### src/rtl/sa_pkg.sv
// Shared types and sizing helpers for the systolic convolution engine.
package sa_pkg;

  typedef enum logic [1:0] {
    ST_IDLE    = 2'd0,
    ST_COMPUTE = 2'd1,
    ST_OUTPUT  = 2'd2
  } sa_state_e;

  function automatic int unsigned sa_clog2(input int unsigned v);
    int unsigned r;
    r = 0;
    for (int unsigned i = 0; i < 32; i++) begin
      if ((64'd1 << i) < 64'(v)) r = i + 1;
    end
    return r;
  endfunction

  // Counter width that never collapses to zero bits.
  function automatic int unsigned sa_cw(input int unsigned v);
    return (v <= 1) ? 1 : sa_clog2(v);
  endfunction

  function automatic int unsigned sa_out_side(input int unsigned n, input int unsigned k);
    return n - k + 1;
  endfunction

  function automatic int unsigned sa_acc_w(input int unsigned dw, input int unsigned k);
    return 2 * dw + sa_clog2(k * k);
  endfunction

endpackage

### src/rtl/sa_row_mac.sv
// Combinational K-tap dot product of one kernel row against K pixels.
module sa_row_mac
  import sa_pkg::*;
#(
  parameter int unsigned K     = 3,
  parameter int unsigned DW    = 8,
  parameter int unsigned SUM_W = 2 * DW + sa_clog2(K)
) (
  input  logic [K*DW-1:0]  w_row,
  input  logic [K*DW-1:0]  x_row,
  output logic [SUM_W-1:0] sum_c
);

  localparam int unsigned PW = 2 * DW;

  logic [PW-1:0] prod;

  always_comb begin
    sum_c = '0;
    prod  = '0;
    for (int unsigned j = 0; j < K; j++) begin
      prod  = PW'(w_row[j*DW +: DW]) * PW'(x_row[j*DW +: DW]);
      sum_c = sum_c + SUM_W'(prod);
    end
  end

endmodule

### src/rtl/sa_conv_engine.sv
// Valid-mode NxN by KxK convolution: one kernel row per cycle into an accumulator,
// results buffered and then streamed row-major over valid/ready.
module sa_conv_engine
  import sa_pkg::*;
#(
  parameter int unsigned N     = 4,
  parameter int unsigned K     = 3,
  parameter int unsigned DW    = 8,
  parameter int unsigned OUT_W = 8,
  parameter int unsigned SHIFT = 0
) (
  input  logic                 clk,
  input  logic                 reset,
  input  logic                 start,
  input  logic                 abort,
  input  logic                 sat_en,
  input  logic [N*N*DW-1:0]    ifmap_flat,
  input  logic [K*K*DW-1:0]    kern_flat,
  output logic                 busy,
  output logic                 res_valid,
  input  logic                 res_ready,
  output logic [OUT_W-1:0]     res_data,
  output logic                 res_last,
  output logic                 done
);

  localparam int unsigned M     = sa_out_side(N, K);
  localparam int unsigned MM    = M * M;
  localparam int unsigned ACC_W = sa_acc_w(DW, K);
  localparam int unsigned RW    = sa_cw(M);
  localparam int unsigned KW    = sa_cw(K);
  localparam int unsigned IW    = sa_cw(MM);
  localparam logic [ACC_W-1:0] SAT_MAX = ACC_W'({OUT_W{1'b1}});

  sa_state_e             state_q, state_d;
  logic                  busy_q, busy_d;
  logic                  valid_q, valid_d;
  logic                  last_q, last_d;
  logic                  done_q, done_d;
  logic [OUT_W-1:0]      data_q, data_d;
  logic [RW-1:0]         orow_q, orow_d;
  logic [RW-1:0]         ocol_q, ocol_d;
  logic [KW-1:0]         krow_q, krow_d;
  logic [IW-1:0]         idx_q, idx_d;
  logic [ACC_W-1:0]      acc_q, acc_d;
  logic [N*N*DW-1:0]     ifmap_q, ifmap_d;
  logic [K*K*DW-1:0]     kern_q, kern_d;
  logic                  sat_q, sat_d;

  logic [OUT_W-1:0]      buf_q [MM];
  logic                  buf_we;
  logic [OUT_W-1:0]      buf_wdata;

  logic [K*DW-1:0]       w_row;
  logic [K*DW-1:0]       x_row;
  logic [ACC_W-1:0]      row_sum_c;
  logic [ACC_W-1:0]      acc_sum;

  function automatic logic [OUT_W-1:0] to_out(input logic [ACC_W-1:0] a, input logic sat);
    if (sat) return (a > SAT_MAX) ? '1 : a[OUT_W-1:0];
    return a[SHIFT +: OUT_W];
  endfunction

  // Window row (orow+krow, ocol..ocol+K-1) of the captured ifmap.
  always_comb begin
    x_row = '0;
    for (int unsigned j = 0; j < K; j++) begin
      x_row[j*DW +: DW] =
        ifmap_q[((32'(orow_q) + 32'(krow_q)) * N + 32'(ocol_q) + j) * DW +: DW];
    end
  end

  assign w_row = kern_q[32'(krow_q) * K * DW +: K * DW];

  sa_row_mac #(
    .K     (K),
    .DW    (DW),
    .SUM_W (ACC_W)
  ) u_row_mac (
    .w_row (w_row),
    .x_row (x_row),
    .sum_c (row_sum_c)
  );

  assign acc_sum = acc_q + row_sum_c;

  always_comb begin
    state_d   = state_q;
    busy_d    = busy_q;
    valid_d   = valid_q;
    last_d    = last_q;
    data_d    = data_q;
    done_d    = 1'b0;
    orow_d    = orow_q;
    ocol_d    = ocol_q;
    krow_d    = krow_q;
    idx_d     = idx_q;
    acc_d     = acc_q;
    ifmap_d   = ifmap_q;
    kern_d    = kern_q;
    sat_d     = sat_q;
    buf_we    = 1'b0;
    buf_wdata = to_out(acc_sum, sat_q);

    case (state_q)
      ST_IDLE: begin
        if (start) begin
          state_d = ST_COMPUTE;
          busy_d  = 1'b1;
          ifmap_d = ifmap_flat;
          kern_d  = kern_flat;
          sat_d   = sat_en;
          orow_d  = '0;
          ocol_d  = '0;
          krow_d  = '0;
          idx_d   = '0;
          acc_d   = '0;
        end
      end
      ST_COMPUTE: begin
        if (krow_q == KW'(K - 1)) begin
          buf_we = 1'b1;
          acc_d  = '0;
          krow_d = '0;
          idx_d  = idx_q + IW'(1);
          if (ocol_q == RW'(M - 1)) begin
            ocol_d = '0;
            if (orow_q == RW'(M - 1)) begin
              orow_d  = '0;
              idx_d   = '0;
              state_d = ST_OUTPUT;
            end else begin
              orow_d = orow_q + RW'(1);
            end
          end else begin
            ocol_d = ocol_q + RW'(1);
          end
        end else begin
          acc_d  = acc_sum;
          krow_d = krow_q + KW'(1);
        end
      end
      ST_OUTPUT: begin
        // First OUTPUT cycle loads the register stage from the buffer.
        if (!valid_q) begin
          valid_d = 1'b1;
          data_d  = buf_q[idx_q];
          last_d  = (idx_q == IW'(MM - 1));
        end else if (res_ready) begin
          if (last_q) begin
            state_d = ST_IDLE;
            busy_d  = 1'b0;
            valid_d = 1'b0;
            last_d  = 1'b0;
            data_d  = '0;
            done_d  = 1'b1;
            idx_d   = '0;
          end else begin
            idx_d  = idx_q + IW'(1);
            data_d = buf_q[idx_q + IW'(1)];
            last_d = ((idx_q + IW'(1)) == IW'(MM - 1));
          end
        end
      end
      default: state_d = ST_IDLE;
    endcase

    if (abort && (state_q != ST_IDLE)) begin
      state_d = ST_IDLE;
      busy_d  = 1'b0;
      valid_d = 1'b0;
      last_d  = 1'b0;
      data_d  = '0;
      done_d  = 1'b0;
      orow_d  = '0;
      ocol_d  = '0;
      krow_d  = '0;
      idx_d   = '0;
      acc_d   = '0;
      buf_we  = 1'b0;
    end
  end

  always_ff @(posedge clk or negedge reset) begin
    if (!reset) begin
      state_q <= ST_IDLE;
      busy_q  <= 1'b0;
      valid_q <= 1'b0;
      last_q  <= 1'b0;
      done_q  <= 1'b0;
      data_q  <= '0;
      orow_q  <= '0;
      ocol_q  <= '0;
      krow_q  <= '0;
      idx_q   <= '0;
      acc_q   <= '0;
      ifmap_q <= '0;
      kern_q  <= '0;
      sat_q   <= 1'b0;
    end else begin
      state_q <= state_d;
      busy_q  <= busy_d;
      valid_q <= valid_d;
      last_q  <= last_d;
      done_q  <= done_d;
      data_q  <= data_d;
      orow_q  <= orow_d;
      ocol_q  <= ocol_d;
      krow_q  <= krow_d;
      idx_q   <= idx_d;
      acc_q   <= acc_d;
      ifmap_q <= ifmap_d;
      kern_q  <= kern_d;
      sat_q   <= sat_d;
    end
  end

  // Result buffer contents are don't-care after reset.
  always_ff @(posedge clk) begin
    if (buf_we) buf_q[idx_q] <= buf_wdata;
  end

  assign busy      = busy_q;
  assign res_valid = valid_q;
  assign res_last  = last_q;
  assign res_data  = data_q;
  assign done      = done_q;

endmodule
### config.mk
export PLATFORM = sky130hd
export DESIGN_NAME = sa_conv_engine
export DESIGN_NICKNAME = d
export VERILOG_FILES = /design/src/rtl/sa_pkg.sv /design/src/rtl/sa_row_mac.sv /design/src/rtl/sa_conv_engine.sv
export SDC_FILE = /design/constraint.sdc
export NUM_CORES = 1
export LEC_CHECK = 0
export CORE_MARGIN = 8
export CORE_UTILIZATION = 55
export CTS_CLUSTER_DIAMETER = 150
export DETAILED_ROUTE_END_ITERATION = 8
export GPL_TIMING_DRIVEN = 1
export PLACE_DENSITY = 0.78
export SYNTH_ARGS = -nofsm -noshare
export SYNTH_HDL_FRONTEND = slang
export SYNTH_SLANG_ARGS = --single-unit
### constraint.sdc
create_clock -name clk -period 16.3 [get_ports clk]
set_input_delay 2.445 -clock clk [delete_from_list [all_inputs] [get_ports clk]]
set_output_delay 2.445 -clock clk [all_outputs]
set_load 0.02 [all_outputs]
# --- Yosys cells after proc, flatten, opt, wreduce, memory -nomap -nowiden ---
# Memory sizes are Yosys's and may differ from the RTL's.
# Index checks and enable logic that the tools add are counted.
word_totals:
  reg_bits: 241
  ram_bits: 32
  input_bits: 206
  output_inout_bits: 12
  wordCells: 133
  mem_count: 1
op_classes:
  addsub: 11
  mul: 4
  order_cmp: 1
  eq_ne: 13
  n_shift: 4
  n_mux: 70
  n_reduce_logical: 15
mem_list:
  columns: ["name", "depth", "word_bits", "read_ports", "rd_clocked_by_memory_dff", "write_ports", "line", "rtl"]
  rows:
  - ["buf_q", 4, 8, 2, 0, 1, "sa_conv_engine.sv:50", "logic [OUT_W-1:0] buf_q [MM];"]
ops:
  columns: ["operator", "count"]
  rows:
  - ["variable part select 128 x 33 -> 8 bit", 2]
  - ["variable part select 128 x 11 -> 8 bit", 1]
  - ["variable part select 72 x 8 -> 24 bit", 1]
  - ["2-to-1 mux 8 bit", 8]
  - ["2-to-1 mux 20 bit", 3]
  - ["multiplier 8 x 8 -> 16 bit", 3]
  - ["case mux 20 bit (2 select lines)", 1]
  - ["2-to-1 mux 2 bit", 18]
  - ["2-to-1 mux 1 bit", 34]
  - ["adder 29 x 1 -> 29 bit, second input constant", 1]
  - ["inequality test 3 bit, second input constant", 7]
  - ["adder 20 x 16 -> 20 bit", 1]
  - ["adder 20 bit", 1]
  - ["> comparator 20 x 8 -> 1 bit, second input constant", 1]
  - ["adder 16 x 16 -> 17 bit", 1]
  - ["case mux 2 bit (3 select lines)", 2]
  - ["AND reduction 5 bit", 2]
  - ["equality test 2 bit, second input constant", 4]
  - ["adder 6 x 2 -> 7 bit, second input constant", 1]
  - ["AND reduction 7 bit", 1]
  - ["adder 5 x 1 -> 6 bit", 1]
  - ["case mux 1 bit (2 select lines)", 3]
  - ["AND reduction 2 bit", 3]
  - ["nonzero test 3 bit", 2]
  - ["13 further kinds", 16]

# --- Longest topological paths before layout ---
depth:
  word_depth: 12
  depth_mapped: 46
  mapped_depth_nobuf: 43

# --- Cells and area by module ---
# From an unflattened synthesis, not the netlist that was laid out.
hier_totals:
  cells_unflattened: 1807
  area_unflattened_um2: 20731.1
modules_own_cells:
  columns: ["mod", "instances", "cells_per_inst", "area_per_inst_um2", "seq_area_each_um2"]
  rows:
  - ["sa_conv_engine", 1, 1052, 13898.3, 6991.7]
  - ["sa_row_mac", 1, 755, 6832.8, 0.0]

# --- Worst setup path after synthesis ---
# Ideal clock, no wire load.
synth_timing:
  path_kind: "register -> register"
  start: "register orow_q"
  end: "memory buf_q[0][3] (data pin)"
  t_arrival_ns: 11.290
  t_required_ns: 16.010
  slack_ns: 4.720
  stages_incl_launch_ff: 42
  path_cell_list: "dfrtp_1 -> ha_1 -> buf_1 -> clkbuf_1 -> buf_1 -> mux4_2 -> nand2_1 -> a21o_1 -> or2_2 -> fa_1 -> fa_1 -> inv_1 -> fa_1 -> fa_1 -> fa_1 -> inv_1 -> fa_1 -> inv_1 -> (+6 left out) -> ha_1 -> inv_1 -> fa_1 -> fa_1 -> inv_1 -> fa_1 -> inv_1 -> fa_1 -> inv_1 -> ha_1 -> a21o_1 -> a21oi_1 -> o21ai_2 -> nor4_1 -> nor3_1 -> or4_4 -> o41ai_4 -> nand2_1"
synth_between:
  elab_chain_cells: 12
synth_rtl:
  columns: ["element", "line", "rtl"]
  rows:
  - ["from (decl)", "sa_conv_engine.sv:41", "logic [RW-1:0] orow_q, orow_d;"]
  - ["from (signal assigned)", "sa_conv_engine.sv:207", "orow_q <= orow_d;"]
  - ["adder 1 x 2 -> 3 bit *", "sa_conv_engine.sv:69", "ifmap_q[((32'(orow_q) + 32'(krow_q)) * N + 32'(ocol_q) + j) * DW +: DW];"]
  - ["adder 5 x 1 -> 6 bit *", "sa_conv_engine.sv:69", null]
  - ["adder 29 x 1 -> 29 bit", "sa_conv_engine.sv:69", null]
  - ["variable part select 128 x 33 -> 8 bit", "sa_conv_engine.sv:69", null]
  - ["multiplier 8 x 8 -> 16 bit", "sa_row_mac.sv:22", "prod = PW'(w_row[j*DW +: DW]) * PW'(x_row[j*DW +: DW]);"]
  - ["adder 16 x 16 -> 17 bit", "sa_row_mac.sv:23", "sum_c = sum_c + SUM_W'(prod);"]
  - ["adder 20 x 16 -> 20 bit *", "sa_row_mac.sv:23", null]
  - ["adder 20 bit *", "sa_conv_engine.sv:85", "assign acc_sum = acc_q + row_sum_c;"]
  - ["> comparator 20 x 8 -> 1 bit", "sa_conv_engine.sv:60", "if (sat) return (a > SAT_MAX) ? '1 : a[OUT_W-1:0];"]
  - ["2-to-1 mux 8 bit (2 in a row)", "sa_conv_engine.sv:60", null]
  - ["2-to-1 mux 8 bit *", "sa_conv_engine.sv:61", "return a[SHIFT +: OUT_W];"]
  - ["net buf_wdata[3]", "sa_conv_engine.sv:52", "logic [OUT_W-1:0] buf_wdata;"]
  - ["to (decl)", "sa_conv_engine.sv:50", null]
# The timed path passes the listed nets; every way through them passes the cells marked *. The select of a mux whose other input is x is not followed.

# --- Final worst setup path ---
layout_timing:
  start: "register krow_q[0]"
  end: "memory buf_q[0][4] (data pin)"
layout_between:
  elab_chain_cells: 12
layout_rtl:
  columns: ["element", "line", "rtl"]
  rows:
  - ["from (decl)", "sa_conv_engine.sv:43", "logic [KW-1:0] krow_q, krow_d;"]
  - ["from (signal assigned)", "sa_conv_engine.sv:209", "krow_q <= krow_d;"]
  - ["adder 1 x 2 -> 3 bit", "sa_conv_engine.sv:69", null]
  - ["adder 5 x 1 -> 6 bit", "sa_conv_engine.sv:69", null]
  - ["adder 29 x 1 -> 29 bit", "sa_conv_engine.sv:69", null]
  - ["variable part select 128 x 33 -> 8 bit", "sa_conv_engine.sv:69", null]
  - ["multiplier 8 x 8 -> 16 bit", "sa_row_mac.sv:22", null]
  - ["adder 16 x 16 -> 17 bit", "sa_row_mac.sv:23", null]
  - ["adder 20 x 16 -> 20 bit *", "sa_row_mac.sv:23", null]
  - ["adder 20 bit *", "sa_conv_engine.sv:85", null]
  - ["> comparator 20 x 8 -> 1 bit", "sa_conv_engine.sv:60", null]
  - ["2-to-1 mux 8 bit (2 in a row)", "sa_conv_engine.sv:60", null]
  - ["2-to-1 mux 8 bit *", "sa_conv_engine.sv:61", null]
  - ["net buf_wdata[4]", "sa_conv_engine.sv:52", null]
# Marks and branches as above.

==> flow_summary.yaml <==
timing:
  min_period_ns: 12.47
  tns_ns: 0
  hold_viol: 0
  fin_worst_hold_slack_ns: 0.4956
  slew_headroom_pct: 24.67
  finalClockSkew_ns: 0.02498
  fmax_mhz: 80.18
  min_period_over_period_pct: 76.52
  worstMarginPinSlew_ns: 1.118
  rsz0062_at_grt: "no"
  finalSetupViolations: 0
  finalMaxSlewViolations: 0
layout:
  final-seq-area_mm2: 0.006994
  drive_above_1_share_pct: 18.19
  area_growth_pct: 17.76
  diodes: 0
  multi_input_area_mm2: 0.01209
  final_nets: 2490
  fill_cells: 2712
clock_network:
  cts.sinks: 273
  cts_hold_buf: 0
  cts_tree: "done"
  cts_inserted_buffers: 30
  clockRootBuffer: "clkbuf_16"
  ctsHtreeMaxLevel: 1
  cts_resized: 0
  clkTransAtPathRegs_ns: 0.07
  clk_latency_ns: 0.59
  clk_path_buf_depth: 3
  postCtsSetupBuffers: 0
setup_path:
  critPathLaunchType: "register"
  required_ns: 16.57
  crit_top_cell: "fa_1"
  end_kind: "register"
  critPathArrivalTime_ns: 12.74
  crit_fanout: 57
  crit_family: "adder cells"
  crit_type: "reg -> reg"
  slowest_delay_ns: 0.65
  critPathSlowestCell: "o41ai_4"
  critical_path_buf_inv_count: 10
die:
  coreArea_mm2: 0.03652
  ioPinCount: 218
  placementRows: 70
  die_h_um: 208.5
  fp.dieW_um: 208.5
  die_area_mm2: 0.04348
  initial_utilization_pct: 55.82
drt:
  wire_per_inst_um: 20.53
  wirelength_um: 51130
  vias: 14320
  route.detailed.drc: 0
  drt_iter0_markers: 1049
  drtAntennaViolNets: 0
  vias_per_cell: 5.747
  drt-pass1-iter-count: 5
synthesis:
  ys.flop_type: "dfrtp_1"
  yosys-top-cells-area: "dfrtp_1 30%, fa_1 16%, mux2_2 11%, ha_1 7.5%, mux4_2 5.7%"
  syn-cell-area_mm2: 0.02039
  syn_nets: 2305
  synth_seq_cells: 273
  syn_avg_cell_area_um2: 11.23
  synth_edf_count: 32
  yosysTopAreaCell: "dfrtp_1"
  ys_seq_area_share_pct: 34.30
  yosys_warnings: 0
  postSynthCellCount: 1815
  async_reset_ff_share_pct: 88.28
  yosys.cell_types.count: 68
  yosys.area.top_type_share_pct: 29.58
run:
  max_cap_viol_count: 0
place:
  portBuffers: 217
  dp_hpwl_um: 40830
  globalplace.congestion: 1.001
worst_hold_path:
  min_path_type: "reg -> reg"
global_routing:
  overflow: 0
  grt_pass1_vias: 15490
  use_met2_pct: 39.91
  grt_use_total_pct: 23.72
  grt_util_met1_pct: 30.14
  antenna_found_initial: 1
  grt_max_degree: 115
  met3_usage_pct: 5.291
  grt_pass1_wl_um: 82250
  grt_busiest_layer: "met2"
outcome:
  status: "finished, final reports clean"
## routing by layer
layer	up-vias	part of all wire (%)
li1	6451	-
met3	91	7.3
met4	2	3.1
met5	-	0.031
met1	7248	41
met2	524	49
## state kept, by name, indices dropped and copies added, names as in the netlist
signal / cells
ifmap_q: 128
kern_q: 72
buf_q: 32
acc_q: 20
res_data: 8
idx_q: 2
krow_q: 2
state_q: 2
busy: 1
done: 1
ocol_q: 1
orow_q: 1
res_last: 1
res_valid: 1
sat_q: 1
## cells in the mapped netlist (10+ instances only)
cell      instances
a21oi_1          56
mux4_2           52
xor2_1           11
edfxtp_1         32
and2_1           10
fa_1            161
mux2_2          206
and3_1           10
nand2b_1         27
nand2_1         103
clkbuf_1         60
mux2i_1          51
ha_1            123
or2_2            35
a21o_1           24
nor2_1          142
inv_1           274
nor2b_1          18
o21ai_0          29
xnor2_1          10
dfrtp_1         241
## path summary, 6_finish.rpt
path | slack, ns | cells after the start | startpoint | end
max in group asynchronous | 12.85 | 2 | reset | kern_q[60]
max reg2reg | 3.83 | 42 | krow_q[0] | buf_q[0][4]
min | 0.50 | 2 | res_data[7] | res_data[7]
min in group asynchronous | 1.91 | 1 | reset | res_data[7]
min reg2reg | 0.50 | 2 | res_data[7] | res_data[7]
max | 3.83 | 42 | krow_q[0] | buf_q[0][4]
## stage by stage
stage          worst slack, ns  std cells  area, µm²  utilization (%)
3_3_place_gp             4.179       2436      22950            62.85
6_report                 3.827       2491      24010            65.73
2_1_floorplan            4.720       1815      20390                -
3_5_place_dp             3.895       2436      22950            62.85
4_1_cts                  3.824       2491      24010            65.73
5_1_grt                  3.131       2491      24010            65.73
## cell type report
class                           instances  area share, %
Clock buffer                           43          3.581
Timing Repair Buffer                  227          9.382
Multi-Input combinational cell       1192          50.35
Clock inverter                         12         0.7975
Inverter                              276          4.316
Tap cell                              468          2.439
Sequential cell                       273          29.14
## worst reg2reg max path: cells and delay by family (launching register included)
kind / cells / cell delay (ns)
AO/OA/AOI/OAI: 8 / 1.93
XOR/XNOR: 1 / 0.18
adder cells (fa/ha/maj): 14 / 6.26
buffers and inverters: 10 / 1.34
flip-flops: 1 / 0.36
multiplexers: 1 / 0.37
AND/OR/NAND/NOR: 8 / 1.72
## logic make-up after synthesis
family | Yosys count | synth area share, %
XOR/XNOR | 21 | 0.9022
multiplexers | 309 | 19.63
flip-flops | 273 | 34.30
AO/OA/AOI/OAI | 197 | 6.647
adder cells (fa/ha/maj) | 284 | 23.36
AND/OR/NAND/NOR | 381 | 8.691
buffers and inverters | 350 | 6.475
## cells in the final DEF, fill, tap and decap left out, types with 5 or more instances in the layout
master and instances:
inv_1 274, dfrtp_1 239, clkdlybuf4s50_1 216, mux2_2 206, fa_1 161, nor2_1 142, ha_1 122, nand2_1 102
a21oi_1 56, mux4_2 52, mux2i_1 51, or2_2 35, edfxtp_1 32, clkbuf_16 30, o21ai_0 29, nand2b_1 27
a21o_1 24, nor2b_1 17, xor2_1 11, and2_1 10, and3_1 10, xnor2_1 10, buf_4 10, o211ai_1 9
a211oi_1 9, a22oi_1 9, nor3_1 8, a22o_1 8, nand3_1 7, o2bb2ai_1 7, clkbuf_1 7, o21ai_1 6
or3_1 6, clkbuf_8 6, a211o_1 5, o21a_1 5
Power is left out: the tool's default activity adds up to more than one toggle a clock period on the data nets, which glitch-free logic cannot reach.
